===== src/rtl/rsa_pkg.sv =====
// Shared RSA key-block definitions: FSM state encoding and operand widths.
package rsa_pkg;

   localparam int RSA_WIDTH   = 64;
   localparam int RSA_T_WIDTH = RSA_WIDTH + 2;

   typedef enum logic [2:0] {
      IDLE      = 3'd0,
      INIT      = 3'd1,
      DIV       = 3'd2,
      UPDATE    = 3'd3,
      NORMALIZE = 3'd4,
      END       = 3'd5
   } state_t;

endpackage


===== src/rtl/euclid_divstep.sv =====
// Restoring divider for one Euclid step: q = r0/r1, rem = r0 mod r1, tn = t0 - q*t1.
// One quotient bit per cycle; div_done is high exactly WIDTH cycles after div_start.
import rsa_pkg::*;

module euclid_divstep #(
   parameter int WIDTH = RSA_WIDTH
) (
   input  logic                    clk,
   input  logic                    reset_n,
   input  logic [WIDTH-1:0]        r0,
   input  logic [WIDTH-1:0]        r1,
   input  logic signed [WIDTH+1:0] t0,
   input  logic signed [WIDTH+1:0] t1,
   input  logic                    div_start,
   output logic [WIDTH-1:0]        q,
   output logic [WIDTH-1:0]        rem,
   output logic signed [WIDTH+1:0] tn,
   output logic                    div_done
);

   localparam int CW = $clog2(WIDTH + 1);
   localparam logic [CW-1:0] CNT_LAST = CW'(WIDTH);

   logic [WIDTH-1:0]        p_q, dvd_q, quo_q;
   logic signed [WIDTH+1:0] acc_q;
   logic [CW-1:0]           cnt_q;
   logic                    busy_q;

   logic [WIDTH-1:0]        p_in, dvd_in, quo_in, p_nx;
   logic signed [WIDTH+1:0] acc_in, acc_nx;
   logic [WIDTH:0]          shifted, diff;
   logic                    ge, step_en;

   // The launch cycle already retires the first (MSB) quotient bit from the live inputs.
   always_comb begin
      p_in    = div_start ? '0 : p_q;
      dvd_in  = div_start ? r0 : dvd_q;
      quo_in  = div_start ? '0 : quo_q;
      acc_in  = div_start ? '0 : acc_q;
      shifted = {p_in, dvd_in[WIDTH-1]};
      diff    = shifted - {1'b0, r1};
      ge      = (shifted >= {1'b0, r1});
      p_nx    = ge ? diff[WIDTH-1:0] : shifted[WIDTH-1:0];
      acc_nx  = (acc_in <<< 1) - (ge ? t1 : '0);
      step_en = div_start || (busy_q && (cnt_q != CNT_LAST));
   end

   always_ff @(posedge clk or negedge reset_n) begin
      if (!reset_n) begin
         p_q    <= '0;
         dvd_q  <= '0;
         quo_q  <= '0;
         acc_q  <= '0;
         cnt_q  <= '0;
         busy_q <= 1'b0;
      end else begin
         if (step_en) begin
            p_q   <= p_nx;
            dvd_q <= {dvd_in[WIDTH-2:0], 1'b0};
            quo_q <= {quo_in[WIDTH-2:0], ge};
            acc_q <= acc_nx;
         end
         if (div_start) begin
            cnt_q  <= CW'(1);
            busy_q <= 1'b1;
         end else if (busy_q) begin
            if (cnt_q == CNT_LAST) busy_q <= 1'b0;
            else                   cnt_q  <= cnt_q + CW'(1);
         end
      end
   end

   assign q        = quo_q;
   assign rem      = p_q;
   assign tn       = t0 + acc_q;
   assign div_done = busy_q && (cnt_q == CNT_LAST);

endmodule


===== src/rtl/decryption_key.sv =====
// RSA private exponent d = e^-1 mod phi_n via iterative extended Euclid.
// Optional DECRYPTION_KEY_CYCLE_COUNT_EN adds a 16-bit busy-cycle counter output.
import rsa_pkg::*;

module decryption_key #(
   parameter int WIDTH = RSA_WIDTH
) (
   input  logic             clk,
   input  logic             reset_n,
   input  logic [WIDTH-1:0] phi_n,
   input  logic [WIDTH-1:0] e,
   input  logic             start_compute,
`ifdef DECRYPTION_KEY_CYCLE_COUNT_EN
   output logic [15:0]      cycle_count,
`endif
   output logic [WIDTH-1:0] d,
   output logic             done_compute,
   output logic             no_inverse
);

   // Handshake: start_compute is a level sampled only in IDLE; done_compute stays high in
   // END (d/no_inverse stable) until start_compute is low, then the block returns to IDLE.

   state_t state, next_state;

   logic [WIDTH-1:0]        r0_q, r1_q, q, rem;
   logic signed [WIDTH+1:0] t0_q, t1_q, tn, t0_fix;
   logic                    launched_q, div_start, div_done, no_inv_q;

   euclid_divstep #(.WIDTH(WIDTH)) u_divstep (
      .clk       (clk),
      .reset_n   (reset_n),
      .r0        (r0_q),
      .r1        (r1_q),
      .t0        (t0_q),
      .t1        (t1_q),
      .div_start (div_start),
      .q         (q),
      .rem       (rem),
      .tn        (tn),
      .div_done  (div_done)
   );

   always_ff @(posedge clk or negedge reset_n) begin
      if (!reset_n) state <= IDLE;
      else          state <= next_state;
   end

   always_comb begin
      next_state = state;
      case (state)
         IDLE:      if (start_compute) next_state = INIT;
         INIT:      next_state = (e == '0) ? NORMALIZE : DIV;
         DIV:       if (div_done) next_state = UPDATE;
         UPDATE:    next_state = (rem == '0) ? NORMALIZE : DIV;
         NORMALIZE: next_state = END;
         END:       if (!start_compute) next_state = IDLE;
         default:   next_state = IDLE;
      endcase
   end

   always_comb begin
      div_start    = (state == DIV) && !launched_q;
      done_compute = (state == END);
      no_inverse   = (state == END) && no_inv_q;
   end

   assign t0_fix = t0_q + $signed({2'b00, phi_n});

   always_ff @(posedge clk or negedge reset_n) begin
      if (!reset_n) begin
         r0_q       <= '0;
         r1_q       <= '0;
         t0_q       <= '0;
         t1_q       <= '0;
         launched_q <= 1'b0;
         d          <= '0;
         no_inv_q   <= 1'b0;
      end else begin
         case (state)
            INIT: begin
               r0_q       <= phi_n;
               r1_q       <= e;
               t0_q       <= '0;
               t1_q       <= 'sd1;
               launched_q <= 1'b0;
            end
            DIV: if (div_start) launched_q <= 1'b1;
            UPDATE: begin
               r0_q       <= r1_q;
               r1_q       <= rem;
               t0_q       <= t1_q;
               t1_q       <= tn;
               launched_q <= 1'b0;
            end
            NORMALIZE: begin
               // r0 now holds gcd(phi_n, e); t0 is the Bezout coefficient of e.
               if ((r0_q != 'd1) || (phi_n == '0)) begin
                  no_inv_q <= 1'b1;
                  d        <= '0;
               end else begin
                  no_inv_q <= 1'b0;
                  d        <= (t0_q < 0) ? t0_fix[WIDTH-1:0] : t0_q[WIDTH-1:0];
               end
            end
            default: ;
         endcase
      end
   end

`ifdef DECRYPTION_KEY_CYCLE_COUNT_EN
   always_ff @(posedge clk or negedge reset_n) begin
      if (!reset_n)                                      cycle_count <= '0;
      else if ((state == IDLE) && (next_state == INIT))  cycle_count <= '0;
      else if ((state != IDLE) && (state != END))        cycle_count <= cycle_count + 16'd1;
   end
`endif

endmodule


===== config.mk =====
export PLATFORM = sky130hd
export DESIGN_NAME = decryption_key
export DESIGN_NICKNAME = d
export VERILOG_FILES = /design/src/rtl/rsa_pkg.sv /design/src/rtl/euclid_divstep.sv /design/src/rtl/decryption_key.sv
export SDC_FILE = /design/constraint.sdc
export NUM_CORES = 2
export LEC_CHECK = 0
export CORE_ASPECT_RATIO = 0.6
export CORE_MARGIN = 4
export CORE_UTILIZATION = 55
export DETAILED_ROUTE_END_ITERATION = 8
export HOLD_SLACK_MARGIN = 0.08
export PLACE_DENSITY = 0.78
export RECOVER_POWER = 25
export SYNTH_ARGS = -nofsm -noshare
export SYNTH_HDL_FRONTEND = slang
export SYNTH_SLANG_ARGS = --single-unit

===== constraint.sdc =====
create_clock -name clk -period 11.05 [get_ports clk]
set_input_delay 1.105 -clock clk [delete_from_list [all_inputs] [get_ports clk]]
set_output_delay 1.105 -clock clk [all_outputs]
set_load 0.005 [all_outputs]

==> results.json <==
{
  "max_freq_mhz": 103,
  "floorplan.rows": 74,
  "final_design_area_no_fill_sq_um": 42300,
  "worst_hold_path.endpoint": "d[51]$_DFFE_PN0P_",
  "syn_to_final_growth_pct": 11.4,
  "grt_remaining_overflow": 0,
  "hp-class": "reg2reg",
  "cp-end-kind": "register",
  "number_of_setup_buffers_added_after_cts": 0,
  "gpl.final_weighted_congestion": 1.07,
  "synth-warning-count": 0,
  "grt_setup_unrepaired": "false",
  "synth.lib_cells_used.distinct": 86,
  "fin_crit_sh": 0.879,
  "layout.nets": 5110,
  "grt_pass1_wl_um": 218000,
  "port_buffers": 196,
  "grt_start_max_net_pins": 163,
  "layout-drive-gt1-share": 0.0349,
  "post-route-drc-count": 0,
  "syn-num-nets": 5075,
  "synth_cells": 4682,
  "cts_tree": "done",
  "worst_r2r_path_depth": 27,
  "io-pin-count": 197,
  "dpl-instance-area_sq_um": 40500,
  "cts-hold-fix-buffers": 0,
  "htree_levels": 2,
  "routed-via-count": 37200,
  "max-cap-violations": 8,
  "worst-endpoint-required_ps": 11560,
  "floorplan.core_area_sq_um": 68200,
  "synth_enable_flop_cells": 0,
  "finalSetupViolCount": 0,
  "regToRegEndpoint": "u_divstep.acc_q[63]$_DFFE_PN0P_",
  "synth-seq-cells": 530,
  "critPathArrivalTime_ps": 10220,
  "cts_buffers": 53,
  "cp_max_fo": 66,
  "worst-slew-pin-transition_ps": 5810,
  "criticalPathCategory": "reg2reg",
  "synth.cell_area_sq_um": 38000,
  "detailedRoute.firstPassIterationCount": 5,
  "synth_flop_cell": "sky130_fd_sc_hd__dfrtp_1",
  "startpoint_type": "register",
  "antenna_found_initial": 9,
  "detail-route-antenna-nets": 0,
  "post_synth.cell_area_avg_sq_um": 8.11,
  "timing.hold.worst.start": "d[51]$_DFFE_PN0P_",
  "clkSlewWorstSetupHoldPaths_ps": 70,
  "number_of_sinks_handled_by_clock_tree_synthesis": 530,
  "cts-resized-gates": 0,
  "hold_violations": 0,
  "detailed_placer_s_ending_hpwl_um": 113000,
  "finClkSkew_ps": 35.5,
  "mostFrequentLayoutCell": "sky130_fd_sc_hd__nand2_1",
  "die_width_um": 347,
  "clockRootBuffer": "sky130_fd_sc_hd__clkbuf_16",
  "starting_utilization_of_the_core_area": 0.556,
  "clock_path_buffers": 3,
  "cp-startpoint": "state[1]$_DFFE_PN0P_",
  "slew_headroom": -2.87,
  "preCtsSetupSlack_ps": 1940,
  "first_global_vias": 33300,
  "timing.final.ws_setup_ps": 1340,
  "failed_checks": "capacitance limit, slew limit",
  "outcome": "finished with violations",
  "dieArea_sq_um": 73400,
  "gr-usage-all-layers": 0.391,
  "fp.dieH_um": 212,
  "timing.final.max_slew_violations": 460,
  "routed_wl_um": 148000,
  "reg2reg_slack_ps": 1340,
  "vias_per_cell": 6.56,
  "fin_crit_ps": 9710,
  "clock_insertion_delay_worst_skew_ps": 670,
  "synth_sequential_area_ratio": 0.349,
  "hold_depth": 2,
  "detail_route.iter0.violations": 5370,
  "numPlacedInstances": 5574,
  "wl_per_cell_um": 26.0,
  "fin_setup_tns_ps": 0,
  "share_of_flip_flops_with_an_asynchronous_set_or_reset": 1.00,
  "instances_no_fill": 5678,
  "layout_common_cells": "811 x sky130_fd_sc_hd__nand2_1, 529 x sky130_fd_sc_hd__dfrtp_1, 442 x sky130_fd_sc_hd__o21ai_0",
  "r2r-start": "state[1]$_DFFE_PN0P_"
}
sequential cells by signal, summed over array words and instances, names as in the netlist:
| signal | cells |
|---|---|
| state | 3 |
| t0_q | 66 |
| u_divstep.acc_q | 66 |
| u_divstep.busy_q | 1 |
| no_inv_q | 1 |
| u_divstep.rem | 64 |
| launched_q | 1 |
| t1_q | 66 |
| r1_q | 64 |
| d | 64 |
| r0_q | 64 |
| u_divstep.dvd_q | 63 |
| u_divstep.cnt_q | 7 |
routing by layer:
layer | vias up | share of wire | routed length [um] | track usage
li1 | 16800 | - | - | -
met1 | 17900 | 0.45 | 66300 | 0.605
met2 | 2297 | 0.36 | 52500 | 0.478
met3 | 244 | 0.17 | 24700 | 0.180
met4 | 15 | 0.026 | 3870 | 0.0894
met5 | - | 0.0024 | 355 | 0.0242
cells in the mapped netlist (all sizes together) (19+ instances only):
cell type	count	area, sq um
nor2	311	1170
o31ai	19	148
nor2b	25	156
nand2b	31	194
mux2i	166	1660
nor4	92	576
clkbuf	224	843
buf	30	121
xor2	108	946
xnor2	127	1110
nand4	74	463
o21ai	451	2260
a31oi	101	632
nand2	813	3050
o21bai	41	308
inv	128	480
and3	39	245
ha	258	3230
a211oi	28	210
and2	141	882
nor3	36	180
dfrtp	530	13300
nand3	124	621
a21o	160	1200
a22oi	21	158
a21oi	371	1860
o21a	20	150
through the flow:
stage / hold slack [ps] / util
floorplan: 445 / -
global placement: 463 / 0.593
detailed placement: 469 / 0.593
CTS: 484 / 0.620
global route: 508 / 0.619
finish: 472 / 0.620
critical path: stages (launching register included):
cell	delay (ps)
sky130_fd_sc_hd__dfrtp_1	710
sky130_fd_sc_hd__or4b_4	890
sky130_fd_sc_hd__buf_4	410
sky130_fd_sc_hd__and2_1	240
sky130_fd_sc_hd__ha_1	370
sky130_fd_sc_hd__a21oi_1	100
sky130_fd_sc_hd__o21ai_0	380
sky130_fd_sc_hd__nor3b_1	140
sky130_fd_sc_hd__o31ai_2	300
sky130_fd_sc_hd__buf_4	230
sky130_fd_sc_hd__a21o_1	170
sky130_fd_sc_hd__o2bb2ai_1	220
sky130_fd_sc_hd__buf_4	220
sky130_fd_sc_hd__nand2b_1	120
sky130_fd_sc_hd__nand2_4	370
sky130_fd_sc_hd__nand2_1	110
sky130_fd_sc_hd__ha_1	400
sky130_fd_sc_hd__a21oi_1	250
sky130_fd_sc_hd__o21ai_0	220
sky130_fd_sc_hd__a2111o_1	590
sky130_fd_sc_hd__o32ai_1	860
sky130_fd_sc_hd__nor2_2	210
sky130_fd_sc_hd__a31oi_1	600
sky130_fd_sc_hd__nor2b_1	540
sky130_fd_sc_hd__o31a_1	360
sky130_fd_sc_hd__a311oi_2	190
sky130_fd_sc_hd__nor4_1	220
sky130_fd_sc_hd__a211oi_1	80
cell type report:
| cell class | count | area (sq um) |
|---|---|---|
| Inverter | 130 | 493 |
| Fill cell | 6065 | 26000 |
| Multi-Input combinational cell | 3768 | 23300 |
| Clock inverter | 24 | 344 |
| Sequential cell | 530 | 13300 |
| Tap cell | 912 | 1140 |
| Timing Repair Buffer | 234 | 2250 |
| Clock buffer | 74 | 1490 |
| Antenna cell | 6 | 15.0 |
logic make-up (layout without fill, tap and decap cells):
group	count (synthesis)	in the layout	share of synthesized area
buffers and inverters	384	462	0.0383
AOI/OAI and AO/OA	1362	1362	0.217
DFF	530	530	0.349
muxes	168	168	0.0444
adders and majority gates	262	262	0.0871
and+or+nand+nor	1741	1741	0.210
other	0	6	0
xor gates and xnor gates	235	235	0.0542
worst max-delay path by stage:
stage | endpoint | slack [ps] | depth (start not counted)
final | u_divstep.acc_q[63]$_DFFE_PN0P_ | 1340 | 27
after global routing | u_divstep.acc_q[61]$_DFFE_PN0P_ | 990 | 25
after CTS | u_divstep.acc_q[63]$_DFFE_PN0P_ | 1880 | 27
after detailed placement | u_divstep.acc_q[63]$_DFFE_PN0P_ | 1940 | 27
after global placement | u_divstep.acc_q[63]$_DFFE_PN0P_ | 2090 | 27
after floorplan | u_divstep.acc_q[42]$_DFFE_PN0P_ | 3480 | 34
Power is not shown: default switching activity piles up to over one toggle a cycle in this logic, so the estimate is an artifact.
